[config.mk]
export PLATFORM = sky130hd
export DESIGN_NAME = clk_div_nch
export DESIGN_NICKNAME = d
export VERILOG_FILES = /design/src/rtl/clk_div_nch.sv
export SDC_FILE = /design/constraint.sdc
export NUM_CORES = 2
export LEC_CHECK = 0
export ABC_CLOCK_PERIOD_IN_PS = 9900
export CAP_MARGIN = 15
export CORE_UTILIZATION = 30
export CTS_CLUSTER_SIZE = 10
export DETAILED_ROUTE_END_ITERATION = 12
export HOLD_SLACK_MARGIN = 0.15
export PLACE_DENSITY = 0.44
export SYNTH_ARGS = -nofsm -noshare
export SYNTH_HDL_FRONTEND = slang
export SYNTH_SLANG_ARGS = --single-unit
[constraint.sdc]
create_clock -name clk -period 9.9 [get_ports clk]
set_input_delay 2.475 -clock clk [delete_from_list [all_inputs] [get_ports clk]]
set_output_delay 2.475 -clock clk [all_outputs]
set_load 0.01 [all_outputs]
[src/rtl/clk_div_nch.sv]
// clk_div_nch: NCH independent programmable clock dividers with shadowed,
// glitch-free configuration update and per-channel phase reload.
// Optional feature macro: CLK_DIV_NCH_TICK_EN adds a per-channel wrap tick output.
module clk_div_nch #(
    parameter int unsigned NCH     = 4,
    parameter int unsigned CW      = 32,
    parameter int unsigned DEF_MAX = 1000,
    parameter int unsigned DEF_THR = 500,
    parameter int unsigned DEF_PH  = 0
) (
    input  logic              clk,
    input  logic              rst_n,
    input  logic [NCH-1:0]    en,
    input  logic [NCH-1:0]    phase_rst,
    input  logic              cfg_wr,
    input  logic [3:0]        cfg_ch,
    input  logic [CW-1:0]     cfg_max,
    input  logic [CW-1:0]     cfg_thr,
    input  logic [CW-1:0]     cfg_phase,
    output logic              cfg_err,
    output logic [NCH-1:0]    pend,
    output logic [NCH-1:0]    clk_div,
    output logic [NCH*CW-1:0] cnt
`ifdef CLK_DIV_NCH_TICK_EN
    ,
    output logic [NCH-1:0]    tick
`endif
);

    localparam int unsigned CHW = 4;

    localparam logic [CW-1:0] ONE     = CW'(1);
    localparam logic [CW-1:0] RST_MAX = CW'(DEF_MAX);
    localparam logic [CW-1:0] RST_THR = CW'(DEF_THR);
    localparam logic [CW-1:0] RST_PH  = CW'(DEF_PH);

    logic ch_ok_c;
    logic vals_ok_c;
    logic cfg_ok_c;
    logic cfg_err_q;
    logic cfg_err_d;

    // Write qualification: valid channel and a self-consistent period/high/phase set
    always_comb begin
        ch_ok_c   = ({1'b0, cfg_ch} < (CHW + 1)'(NCH));
        vals_ok_c = (cfg_max >= CW'(2)) && (cfg_thr != '0) &&
                    (cfg_thr < cfg_max) && (cfg_phase < cfg_max);
        cfg_ok_c  = cfg_wr && ch_ok_c && vals_ok_c;
        cfg_err_d = cfg_wr && !(ch_ok_c && vals_ok_c);
    end

    // Rejected-write flag, one cycle after the offending strobe
    always_ff @(posedge clk or negedge rst_n) begin
        if (!rst_n) begin
            cfg_err_q <= 1'b0;
        end else begin
            cfg_err_q <= cfg_err_d;
        end
    end

    assign cfg_err = cfg_err_q;

    for (genvar gi = 0; gi < NCH; gi++) begin : g_ch
        logic [CW-1:0] max_a_q, max_a_d, thr_a_q, thr_a_d, ph_a_q, ph_a_d;
        logic [CW-1:0] max_s_q, max_s_d, thr_s_q, thr_s_d, ph_s_q, ph_s_d;
        logic [CW-1:0] cnt_q, cnt_d;
        logic          pend_q, pend_d;
        logic          div_q, div_d;
        logic          wr_hit_c;
`ifdef CLK_DIV_NCH_TICK_EN
        logic          tick_q, tick_d;
`endif

        assign wr_hit_c = cfg_ok_c && (cfg_ch == CHW'(gi));

        // Channel next state: phase reload beats counting; the shadow is applied
        // from pre-write values so a same-cycle write stays pending.
        always_comb begin
            max_a_d = max_a_q;
            thr_a_d = thr_a_q;
            ph_a_d  = ph_a_q;
            max_s_d = max_s_q;
            thr_s_d = thr_s_q;
            ph_s_d  = ph_s_q;
            cnt_d   = cnt_q;
            pend_d  = pend_q;
            div_d   = div_q;
`ifdef CLK_DIV_NCH_TICK_EN
            tick_d  = 1'b0;
`endif
            if (phase_rst[gi]) begin
                if (pend_q) begin
                    max_a_d = max_s_q;
                    thr_a_d = thr_s_q;
                    ph_a_d  = ph_s_q;
                    pend_d  = 1'b0;
                end
                cnt_d = ph_a_d;
                div_d = (ph_a_d < thr_a_d);
            end else if (en[gi]) begin
                if (cnt_q >= max_a_q - ONE) begin
                    if (pend_q) begin
                        max_a_d = max_s_q;
                        thr_a_d = thr_s_q;
                        ph_a_d  = ph_s_q;
                        pend_d  = 1'b0;
                    end
                    cnt_d = '0;
                    div_d = 1'b1;
`ifdef CLK_DIV_NCH_TICK_EN
                    tick_d = 1'b1;
`endif
                end else begin
                    cnt_d = cnt_q + ONE;
                    if (cnt_q == thr_a_q - ONE) begin
                        div_d = 1'b0;
                    end
                end
            end
            if (wr_hit_c) begin
                max_s_d = cfg_max;
                thr_s_d = cfg_thr;
                ph_s_d  = cfg_phase;
                pend_d  = 1'b1;
            end
        end

        // Channel state registers; reset discards any pending shadow
        always_ff @(posedge clk or negedge rst_n) begin
            if (!rst_n) begin
                max_a_q <= RST_MAX;
                thr_a_q <= RST_THR;
                ph_a_q  <= RST_PH;
                max_s_q <= RST_MAX;
                thr_s_q <= RST_THR;
                ph_s_q  <= RST_PH;
                cnt_q   <= '0;
                pend_q  <= 1'b0;
                div_q   <= 1'b1;
`ifdef CLK_DIV_NCH_TICK_EN
                tick_q  <= 1'b0;
`endif
            end else begin
                max_a_q <= max_a_d;
                thr_a_q <= thr_a_d;
                ph_a_q  <= ph_a_d;
                max_s_q <= max_s_d;
                thr_s_q <= thr_s_d;
                ph_s_q  <= ph_s_d;
                cnt_q   <= cnt_d;
                pend_q  <= pend_d;
                div_q   <= div_d;
`ifdef CLK_DIV_NCH_TICK_EN
                tick_q  <= tick_d;
`endif
            end
        end

        assign cnt[gi*CW +: CW] = cnt_q;
        assign pend[gi]         = pend_q;
        assign clk_div[gi]      = div_q;
`ifdef CLK_DIV_NCH_TICK_EN
        assign tick[gi]         = tick_q;
`endif
    end

endmodule

==> Flow_metrics.wiki <==
{| class="wikitable"
! Metric !! Value
|-
| Number of endpoints failing setup at the final stage || 0
|-
| Total die area || 0.1776 mm2
|-
| Final critical-path share of the clock period || 67.60%
|-
| Max-cap violation count || 0
|-
| Ratio of cells with drive above 1 in the final layout || 22.03%
|-
| Total number of vias || 40780
|-
| Hold Buf Count CTS || 0
|-
| Syn Std Cell Area || 0.05279 mm2
|-
| Worst-path cell chain || clkdlybuf4s50_1 > inv_1 > ha_1 > and2_1 > a221oi_1 > o21ai_0 > a2111o_1 > o31ai_1 > nand3_1 > nor4b_4 > buf_4 > mux2_2
|-
| Fin util || 35.54%
|-
| XOR/XNOR share of the synthesized area || 4.812%
|-
| Synth-to-Final Area Change || 17.41%
|-
| Type of the tightest min-delay check || flip-flop to flip-flop
|-
| Final routed wirelength across all metal layers || 202.4 mm
|-
| RD Place Congestion || 0.8382
|-
| Final ANT Viol Nets || 0
|-
| Critical path class || input pin to flip-flop
|-
| Count of final hold-check violations || 0
|-
| Count of input and output buffers || 247
|-
| Std-Cell Rows || 153
|-
| Final-layout setup total negative slack || 0 ps
|-
| Transition time at the pin with the least slew margin || 991.0 ps
|-
| TritonCTS clock tree || yes
|-
| Fraction of the yosys area taken by sequential cells || 43.14%
|-
| Simple-gate share of the synthesized area || 12.54%
|-
| Number of antenna violations at the first check in global routing || 48
|-
| Gate count after technology mapping || 4913
|-
| Clk buf depth || 3
|-
| Floorplan die width || 421.5 um
|-
| Routed WL per cell || 26.64 um
|-
| Adder-cell share of the synthesized area || 7.727%
|-
| Final worst setup slack || 3208 ps
|-
| Maximum level of the CTS H-tree || 3
|-
| Resized cells post-CTS || 0
|-
| Post-detail-place hpwl || 142.8 mm
|-
| Count of flip-flops with a built-in enable after synthesis || 0
|-
| Worst slack, placed || 2536 ps
|-
| Via density per instance || 5.367
|-
| Initial Utilization || 30.27%
|-
| Synthesized-area fraction occupied by ao, oa, aoi and oai cells || 10.42%
|-
| Total overflow reported by the global router || 0
|-
| Cell Pwr Density || 275.6 mW/mm2
|-
| Gate family responsible for the most delay along the worst path || buffers and inverters
|-
| Die Height || 421.5 um
|-
| Critical path arrival || 7300 ps
|-
| Count of fill cells added during filler insertion || 17450
|-
| Distinct cells, synth || 81
|-
| Crit path max-delay cell type || clkdlybuf4s50_1
|-
| Peak supply drop || 288.8 uV
|-
| Per-instance average area after synthesis || 10.74 um2
|-
| Slowest Stage Delay on Critical Path || 900 ps
|-
| Async SR Flop Fraction || 100.0%
|-
| Clock transition time at the flip-flop clock pins of the worst setup and hold paths || 60 ps
|-
| Clock Skews || 27.76 ps
|-
| Boundary Pins || 248
|-
| Unrepaired setup endpoints after global routing || false
|-
| Net count after synthesis || 5350
|-
| Mux share of post-synthesis cell area || 18.58%
|-
| Number of buffers and inverters on the critical path || 3
|-
| Root buffer cell || clkbuf_16
|-
| TritonCTS buffer count || 110
|-
| Final count of pins violating max slew || 0
|-
| Slew headroom || 33.65%
|-
| Leakage component of the power || 26.95 nW
|-
| Clock latency at the later pin of the worst-skew pair || 740 ps
|-
| Core region area || 0.1744 mm2
|-
| Buffers inserted during post-CTS setup optimization || 0
|-
| Yosys reg bits || 905
|-
| First DRT Iteration DRCs || 3518
|-
| Shortest clock period the worst path allows after layout || 6692 ps
|-
| Vias in the first global route || 39350
|-
| First-pass GRT wire length || 291.2 mm
|-
| Largest net degree at the start of global routing || 143
|-
| Maximum clock frequency || 149.4 MHz
|-
| Top_reg_cell synth || dfrtp_1
|-
| Crit. End Element || flip-flop
|-
| Total clock sinks || 905
|-
| Result of the run || complete, no violations
|-
| Max FO, Critical Path || 25
|-
| Number of design rule violations left after detail routing || 0
|-
| Required arrival time at the worst endpoint || 10510 ps
|-
| Most common library cell in the layout ignoring fill and taps || dfrtp_1
|-
| Pre-antenna DRT Iters || 6
|-
| Overall fraction of global-route tracks in use || 22.38%
|-
| Nature of the critical path startpoint || input pin
|-
| Combinational family with the most area after synthesis || multiplexers
|-
| Commonest non-fill, non-tap cells in the layout || dfrtp_1 (801), mux2_2 (717), nor2_1 (337)
|-
| Fin nets || 5604
|-
| Total number of yosys warnings || 0
|}
report_power, final:
| group | internal [W] | total [W] | switching (W) |
|---|---|---|---|
| combinational | 0.00320 | 0.00731 | 0.00411 |
| sequential | 0.00460 | 0.00581 | 0.00121 |
| clock | 0.00229 | 0.00397 | 0.00168 |
synth_stat cells, drive strengths merged, types with 24 or more instances:
cell	count	area (um2)
a21o	65	488.0
a21oi	274	1371
a221o	35	350.3
a221oi	24	210.2
and2	31	193.9
and3	48	300.3
buf	69	306.5
clkbuf	179	673.1
dfrtp	805	20140
dfstp	100	2628
ha	326	4079
inv	128	480.5
mux2	717	8074
mux2i	173	1732
nand2	229	859.6
nand2b	33	206.5
nand3	83	415.4
nand4	79	494.2
nor2	341	1280
nor2b	56	350.3
nor3	120	605.6
nor4	102	665.6
o21ai	156	780.8
o311ai	43	376.6
o31ai	32	240.2
or3	32	200.2
or4	41	322.8
xnor2	193	1690
xor2	97	849.6
cell type report:
class | instances | area, um2 | area share, %
diodes | 21 | 52.55 | 0.08479
clock buffers | 183 | 3248 | 5.241
clock inverters | 15 | 183.9 | 0.2968
inverters | 130 | 488.0 | 0.7873
multi-input cells | 3630 | 28650 | 46.23
flip-flops and latches | 905 | 22790 | 36.77
well taps | 2325 | 2909 | 4.694
repair buffers | 390 | 3659 | 5.903
sequential cells by signal (all words and copies together) (netlist names):
signal and count:
g_ch.ph_a_q 128, cfg_err 1, g_ch.max_a_q 128, g_ch.ph_s_q 128, g_ch.thr_s_q 128, g_ch.cnt_q 128, g_ch.pend_q 4, g_ch.div_q 4
g_ch.thr_a_q 128, g_ch.max_s_q 128
worst reg2reg max path: cells and delay by family (launching register included):
kind | cells | cell delay (ps)
flops | 1 | 400
buf+inv | 2 | 860
compound gates | 2 | 320
simple gates | 11 | 4050
fa+ha+maj | 1 | 310
mux | 1 | 400
xor+xnor | 1 | 120
routing by layer:
layer  vias up  track usage (%)  share of wire [%]
met5         -                0              0.026
met1     20630            31.66                 46
li1      18670                -                  -
met3       230            3.975                5.7
met2      1255            35.15                 46
met4         4            5.473                2.3
kinds of logic (layout without fill, tap and decap cells):
family | count (synthesis) | in the layout
compound gates | 837 | 837
xor+xnor | 290 | 290
fa+ha+maj | 326 | 326
buf+inv | 378 | 718
flops | 905 | 905
mux | 890 | 890
other cells | 0 | 21
simple gates | 1287 | 1287
final timing paths:
check | from | endpoint | slack, ps | cells after the start
setup / recovery | cfg_max[7] | g_ch[0].thr_s_q[30] | 3210 | 12
max in group asynchronous | rst_n | g_ch[0].thr_s_q[16] | 6180 | 3
setup reg to reg | g_ch[0].max_a_q[5] | g_ch[0].ph_a_q[1] | 3310 | 18
hold reg to reg | g_ch[3].ph_a_q[31] | g_ch[3].ph_a_q[31] | 500 | 1
hold / removal | g_ch[3].ph_a_q[31] | g_ch[3].ph_a_q[31] | 500 | 1
min in group asynchronous | rst_n | g_ch[1].cnt_q[7] | 1770 | 1
metrics by stage:
stage	total power [W]	hold WS, ps	cells	area, um2
after floorplan	0.01058	454.2	4913	52790
after global placement	0.01303	483.1	7380	58490
after detailed placement	0.01318	487.8	7380	58490
after CTS	0.01723	500.7	7578	61930
after global routing	0.01832	510.9	7580	61930
final	0.01708	499.5	7599	61980
Power figures use the tool's default switching activity.
